==> src/rtl/pc_seq_pkg.sv <==
// Shared types and encodings for the fetch sequencer and the next-PC mux.
// The pc_sel encodings here are the single source of truth for both.
package pc_seq_pkg;

    localparam int unsigned PC_W = 10;

    typedef enum logic [2:0] {
        IDLE,
        REQ,
        WAIT,
        EXEC,
        HALTED
    } state_e;

    typedef logic [1:0] pc_sel_t;

    localparam pc_sel_t PCSEL_SEQ = 2'b00;
    localparam pc_sel_t PCSEL_BR  = 2'b01;
    localparam pc_sel_t PCSEL_J   = 2'b10;
    localparam pc_sel_t PCSEL_JR  = 2'b11;

    // Illegal multi-flag decodes still resolve: jr > jump > taken branch.
    function automatic pc_sel_t pc_sel_decode(input logic is_jr, input logic is_jump,
                                              input logic is_branch, input logic taken);
        pc_sel_t sel;
        if (is_jr)                  sel = PCSEL_JR;
        else if (is_jump)           sel = PCSEL_J;
        else if (is_branch && taken) sel = PCSEL_BR;
        else                        sel = PCSEL_SEQ;
        return sel;
    endfunction

endpackage

==> src/rtl/hs_timeout_ctr.sv <==
// Handshake watchdog: counts enabled cycles and flags the cycle in which the
// count would reach TIMEOUT.
module hs_timeout_ctr #(
    parameter int unsigned TIMEOUT = 15
) (
    input  logic clk,
    input  logic rst_n,
    input  logic i_clear,
    input  logic i_enable,
    output logic o_expired
);

    localparam int unsigned CW = $clog2(TIMEOUT + 1);
    localparam logic [CW-1:0] LIMIT = CW'(TIMEOUT - 1);

    logic [CW-1:0] r_cnt;

    always_ff @(posedge clk or negedge rst_n) begin
        if (!rst_n) begin
            r_cnt <= '0;
        end else if (i_clear) begin
            r_cnt <= '0;
        end else if (i_enable) begin
            r_cnt <= r_cnt + CW'(1);
        end
    end

    assign o_expired = i_enable && (r_cnt == LIMIT);

endmodule

==> src/rtl/pc_fetch_sequencer.sv <==
// Multi-cycle fetch controller: instruction-memory handshake, IR capture,
// next-PC source selection and one PC write per retired instruction.
module pc_fetch_sequencer
    import pc_seq_pkg::*;
#(
    parameter int unsigned CNT_W   = 16,
    parameter int unsigned TIMEOUT = 15
) (
    input  logic             clk,
    input  logic             rst_n,
    input  logic             start,
    output logic             imem_req,
    input  logic             imem_ready,
    input  logic             imem_valid,
    output logic             ir_we,
    input  logic             is_branch,
    input  logic             branch_taken,
    input  logic             is_jump,
    input  logic             is_jr,
    input  logic             is_halt,
    input  logic             stall,
    output logic [1:0]       pc_sel,
    output logic             pc_we,
    output logic             busy,
    output logic             halted,
    output logic             mem_err,
    output logic [CNT_W-1:0] retired_cnt
);

    state_e           r_state;
    state_e           w_state_d;
    pc_sel_t          r_pc_sel;
    pc_sel_t          w_sel_dec;
    logic             r_mem_err;
    logic [CNT_W-1:0] r_retired;
    logic             w_set_err;
    logic             w_expired;
    logic             w_tmo_en;
    logic             w_tmo_clr;

    assign w_tmo_en  = (r_state == REQ) || (r_state == WAIT);
    assign w_tmo_clr = (w_state_d != r_state);

    hs_timeout_ctr #(
        .TIMEOUT (TIMEOUT)
    ) u_hs_timeout_ctr (
        .clk       (clk),
        .rst_n     (rst_n),
        .i_clear   (w_tmo_clr),
        .i_enable  (w_tmo_en),
        .o_expired (w_expired)
    );

    assign w_sel_dec = pc_sel_decode(is_jr, is_jump, is_branch, branch_taken);

    // A completed handshake takes precedence over a watchdog expiring in the same cycle.
    always_comb begin
        w_state_d = r_state;
        ir_we     = 1'b0;
        pc_we     = 1'b0;
        w_set_err = 1'b0;
        unique case (r_state)
            IDLE: begin
                if (start) w_state_d = REQ;
            end
            REQ: begin
                if (imem_ready) begin
                    if (imem_valid) begin
                        ir_we     = 1'b1;
                        w_state_d = EXEC;
                    end else begin
                        w_state_d = WAIT;
                    end
                end else if (w_expired) begin
                    w_set_err = 1'b1;
                    w_state_d = HALTED;
                end
            end
            WAIT: begin
                if (imem_valid) begin
                    ir_we     = 1'b1;
                    w_state_d = EXEC;
                end else if (w_expired) begin
                    w_set_err = 1'b1;
                    w_state_d = HALTED;
                end
            end
            EXEC: begin
                if (!stall) begin
                    if (is_halt) begin
                        w_state_d = HALTED;
                    end else begin
                        pc_we     = 1'b1;
                        w_state_d = REQ;
                    end
                end
            end
            HALTED: begin
                w_state_d = HALTED;
            end
            default: begin
                w_state_d = IDLE;
            end
        endcase
    end

    always_ff @(posedge clk or negedge rst_n) begin
        if (!rst_n) begin
            r_state   <= IDLE;
            r_pc_sel  <= PCSEL_SEQ;
            r_mem_err <= 1'b0;
            r_retired <= '0;
        end else begin
            r_state <= w_state_d;
            if (r_state == EXEC) r_pc_sel <= w_sel_dec;
            if (w_set_err) r_mem_err <= 1'b1;
            if (pc_we) r_retired <= r_retired + CNT_W'(1);
        end
    end

    // The mux needs the select in the same cycle as pc_we; the register holds it afterwards.
    assign pc_sel      = (r_state == EXEC) ? w_sel_dec : r_pc_sel;
    assign imem_req    = (r_state == REQ);
    assign busy        = (r_state != IDLE) && (r_state != HALTED);
    assign halted      = (r_state == HALTED);
    assign mem_err     = r_mem_err;
    assign retired_cnt = r_retired;

endmodule

==> config.mk <==
export PLATFORM = sky130hd
export DESIGN_NAME = pc_fetch_sequencer
export DESIGN_NICKNAME = d
export VERILOG_FILES = /design/src/rtl/pc_seq_pkg.sv /design/src/rtl/hs_timeout_ctr.sv /design/src/rtl/pc_fetch_sequencer.sv
export SDC_FILE = /design/constraint.sdc
export NUM_CORES = 1
export LEC_CHECK = 0
export BUFFER_PORTS_ARGS = -buffer_cell sky130_fd_sc_hd__buf_2
export CORE_MARGIN = 2
export CORE_UTILIZATION = 47
export CTS_CLUSTER_DIAMETER = 100
export DETAILED_ROUTE_END_ITERATION = 7
export PLACE_DENSITY = 0.82
export SYNTH_ARGS = -nofsm -noshare
export SYNTH_HDL_FRONTEND = slang
export SYNTH_SLANG_ARGS = --single-unit
==> constraint.sdc <==
create_clock -name clk -period 1.67 [get_ports clk]
set_input_delay 0 -clock clk [delete_from_list [all_inputs] [get_ports clk]]
set_output_delay 0 -clock clk [all_outputs]
set_load 0.02 [all_outputs]
==> reports/summary.txt <==
die width: 58.5 um
vias: 1,255
Critical Path Fanout Max: 4
worst slew pin tran: 0.586 ns
vias in the first global route: 1,232
antenna-violating nets left: 0
fin. max-slew vios: 0
Area Overhead vs Synth: 33.8%
DRT iter0 DRCs: 38
# clock sinks: 26
Rows: 19
Initial Util: 0.501
Min-Delay Path Class: in2reg
R2R depth: 5
Worst slew margin: 0.609
Post-Route WL: 3370 um
failing checks: hold timing
initial antenna violation count: 0
Top FF cell, synth: dfrtp_1
CTS Buf Count: 3
clock root buffer: clkbuf_4
post-layout util: 0.670
M3 GR Usage: 0.0220
Syn Inst Count: 138
IO buf count: 34
drt first pass iters: 4
Syn Std Cell Area: 0.00139 mm^2
CP Launch Type: register
DP HPWL: 2380 um
Longest Clk Path Bufs: 2
CTS tree: yes
register area share after synthesis: 0.467
Reg2Reg Setup Slack: 0.01 ns
first-pass GRT wire length: 5310 um
largest net degree at the start of global routing: 27
LEAKAGE: 0.979 nW
Total GRT Usage: 0.205
WL per Instance: 14.9 um
Ys Warns: 0
Die Span Y: 58.5 um
final worst-path cycle share: 0.994
FF-to-FF Start: u_hs_timeout_ctr.r_cnt[1]$_DFFE_PN0P_
Ports: 35
Tot Pwr: 2.47 mW
Final Wtd Congestion: 0.953
most common cell after layout, fill and taps aside: buf_2
VDD IR-drop max: 1.02 mV
grt ovf: 0
Setup Crit Path Kind: reg2reg
Min-Delay Startpoint: is_jump
Post-synth EDFFs: 0
status: complete, but fails checks
GR met1 Demand/Resource: 0.230
ys async rst share: 1.00
worst skew pair latency: 0.34 ns
gr busiest metal: met2
Avg Synthesized Cell Area: 10.1 um^2
clock skew: 0.0116 ns
Synth cell types: 40
DR vias/cell: 5.55
CORE AREA: 0.00278 mm^2
Post-Layout Cell Count: 226
Req. time, crit path: 1.94 ns
placed insts: 209
hold path depth: 3
worst hold slack: -0.0339 ns
htree depth: 1
final layout net count: 210
Tmin final: 1.66 ns
RSZ-0062 raised after global routing: true
max cap viols: 0
Setup violations, final: 0
hold worst-path end: r_pc_sel[1]$_DFF_PN0_
most frequent cells in the layout: buf_2 (33), dfrtp_1 (22), buf_4 (20), inv_1 (11), xnor2_1 (10)
die area: 0.00342 mm^2
met2 Usage GRT: 0.372
number of synthesized register bits: 26
fmax: 602 MHz
CP Capture Type: register
# DRC: 0
Syn Nets: 152
clock slew at reported path FFs: 0.14 ns
pwr dens: 1320 mW/mm^2
worst flop-to-flop path endpoint: u_hs_timeout_ctr.r_cnt[2]$_DFFE_PN0P_
Final Hold Violating Endpoints: 2
Inserted Diodes: 0
critical path data arrival time: 1.93 ns
share of layout cells above drive strength 1: 0.395
[synthesized netlist by cell type, types with 2 or more instances]
master / count / share of area
xnor2_1: 10 / 0.063
ha_1: 3 / 0.027
nand4_1: 2 / 0.0090
and3_1: 4 / 0.018
nor3b_1: 2 / 0.011
nor3_2: 3 / 0.022
nand2_1: 9 / 0.024
nor3_1: 8 / 0.029
nand3_1: 4 / 0.014
o21ai_0: 4 / 0.014
a21oi_1: 3 / 0.011
xor2_1: 9 / 0.057
nand2b_1: 3 / 0.013
o21bai_1: 3 / 0.016
inv_1: 11 / 0.030
buf_2: 3 / 0.011
dfrtp_1: 26 / 0.47
nor2_1: 9 / 0.024
[worst max-delay path by stage]
stage | from | cells past startpoint | slack, ns | endpoint
floorplan | r_state[1]$_DFF_PN0_ | 4 | 0.005 | r_state[0]$_DFF_PN0_
global placement | u_hs_timeout_ctr.r_cnt[1]$_DFFE_PN0P_ | 5 | 0.04 | u_hs_timeout_ctr.r_cnt[0]$_DFFE_PN0P_
detailed placement | u_hs_timeout_ctr.r_cnt[0]$_DFFE_PN0P_ | 6 | -0.05 | u_hs_timeout_ctr.r_cnt[3]$_DFFE_PN0P_
CTS | r_state[1]$_DFF_PN0_ | 4 | 0.002 | ir_we
global route | retired_cnt[1]$_DFFE_PN0P_ | 6 | -0.06 | retired_cnt[11]$_DFFE_PN0P_
finish | u_hs_timeout_ctr.r_cnt[1]$_DFFE_PN0P_ | 5 | 0.01 | u_hs_timeout_ctr.r_cnt[2]$_DFFE_PN0P_
[metrics by stage]
step	TNS (ns)	setup slack, ns	instance area, um^2
detailed placement	-0.147	-0.0503	1660
finish	0	0.00981	1860
global route	-0.317	-0.0551	1860
CTS	0	0.00203	1770
floorplan	0	0.00461	1400
global placement	0	0.0405	1660
[critical path, stage by stage (launching register included)]
cell and delay, ns:
dfrtp_1 0.42, ha_2 0.20, and3_4 0.19, a22o_1 0.18, a221o_1 0.44, nor3_2 0.17
[what timing repair did]
| action | CTS | global route |
|---|---|---|
| hold buffers | 3 | 1 |
| buffers inserted | 2 | 7 |
| gates cloned | 0 | 0 |
| pin swaps | 5 | 4 |
| endpoints found under the hold margin | 28 | 1 |
| setup endpoints to repair | 8 | 10 |
| resized for setup | 6 | 10 |
[per-layer routing]
layer,routed length (um),vias up
met5,0,-
met4,103,0
met3,165,11
met2,1750,48
met1,1350,600
li1,-,596
[report_power, final]
group / switching (mW) / internal, mW
Combinational: 0.719 / 0.579
Sequential: 0.0929 / 0.744
Clock: 0.197 / 0.134
Total: 1.01 / 1.46
[registers in the layout (all words and copies together) (netlist names)]
signal and count:
r_pc_sel 2, mem_err 1, retired_cnt 16, u_hs_timeout_ctr.r_cnt 4
r_state 3
[cells by family (layout without fill, tap and decap cells)]
family / after synthesis / in the layout / share of synthesized area
compound gates: 19 / 19 / 0.0961
mux: 2 / 2 / 0.0153
buf+inv: 15 / 72 / 0.0431
flops: 26 / 26 / 0.467
fa+ha+maj: 3 / 3 / 0.0269
xor+xnor: 19 / 19 / 0.119
simple gates: 54 / 54 / 0.233
[area by class of cell]
class	instances	area, um^2
inverter	11	41.3
clock buffer	4	36.3
fill	228	917
multi-input combinational	97	737
sequential	26	656
tap	31	38.8
timing repair buffer	57	355
Power figures use the tool's default switching activity.
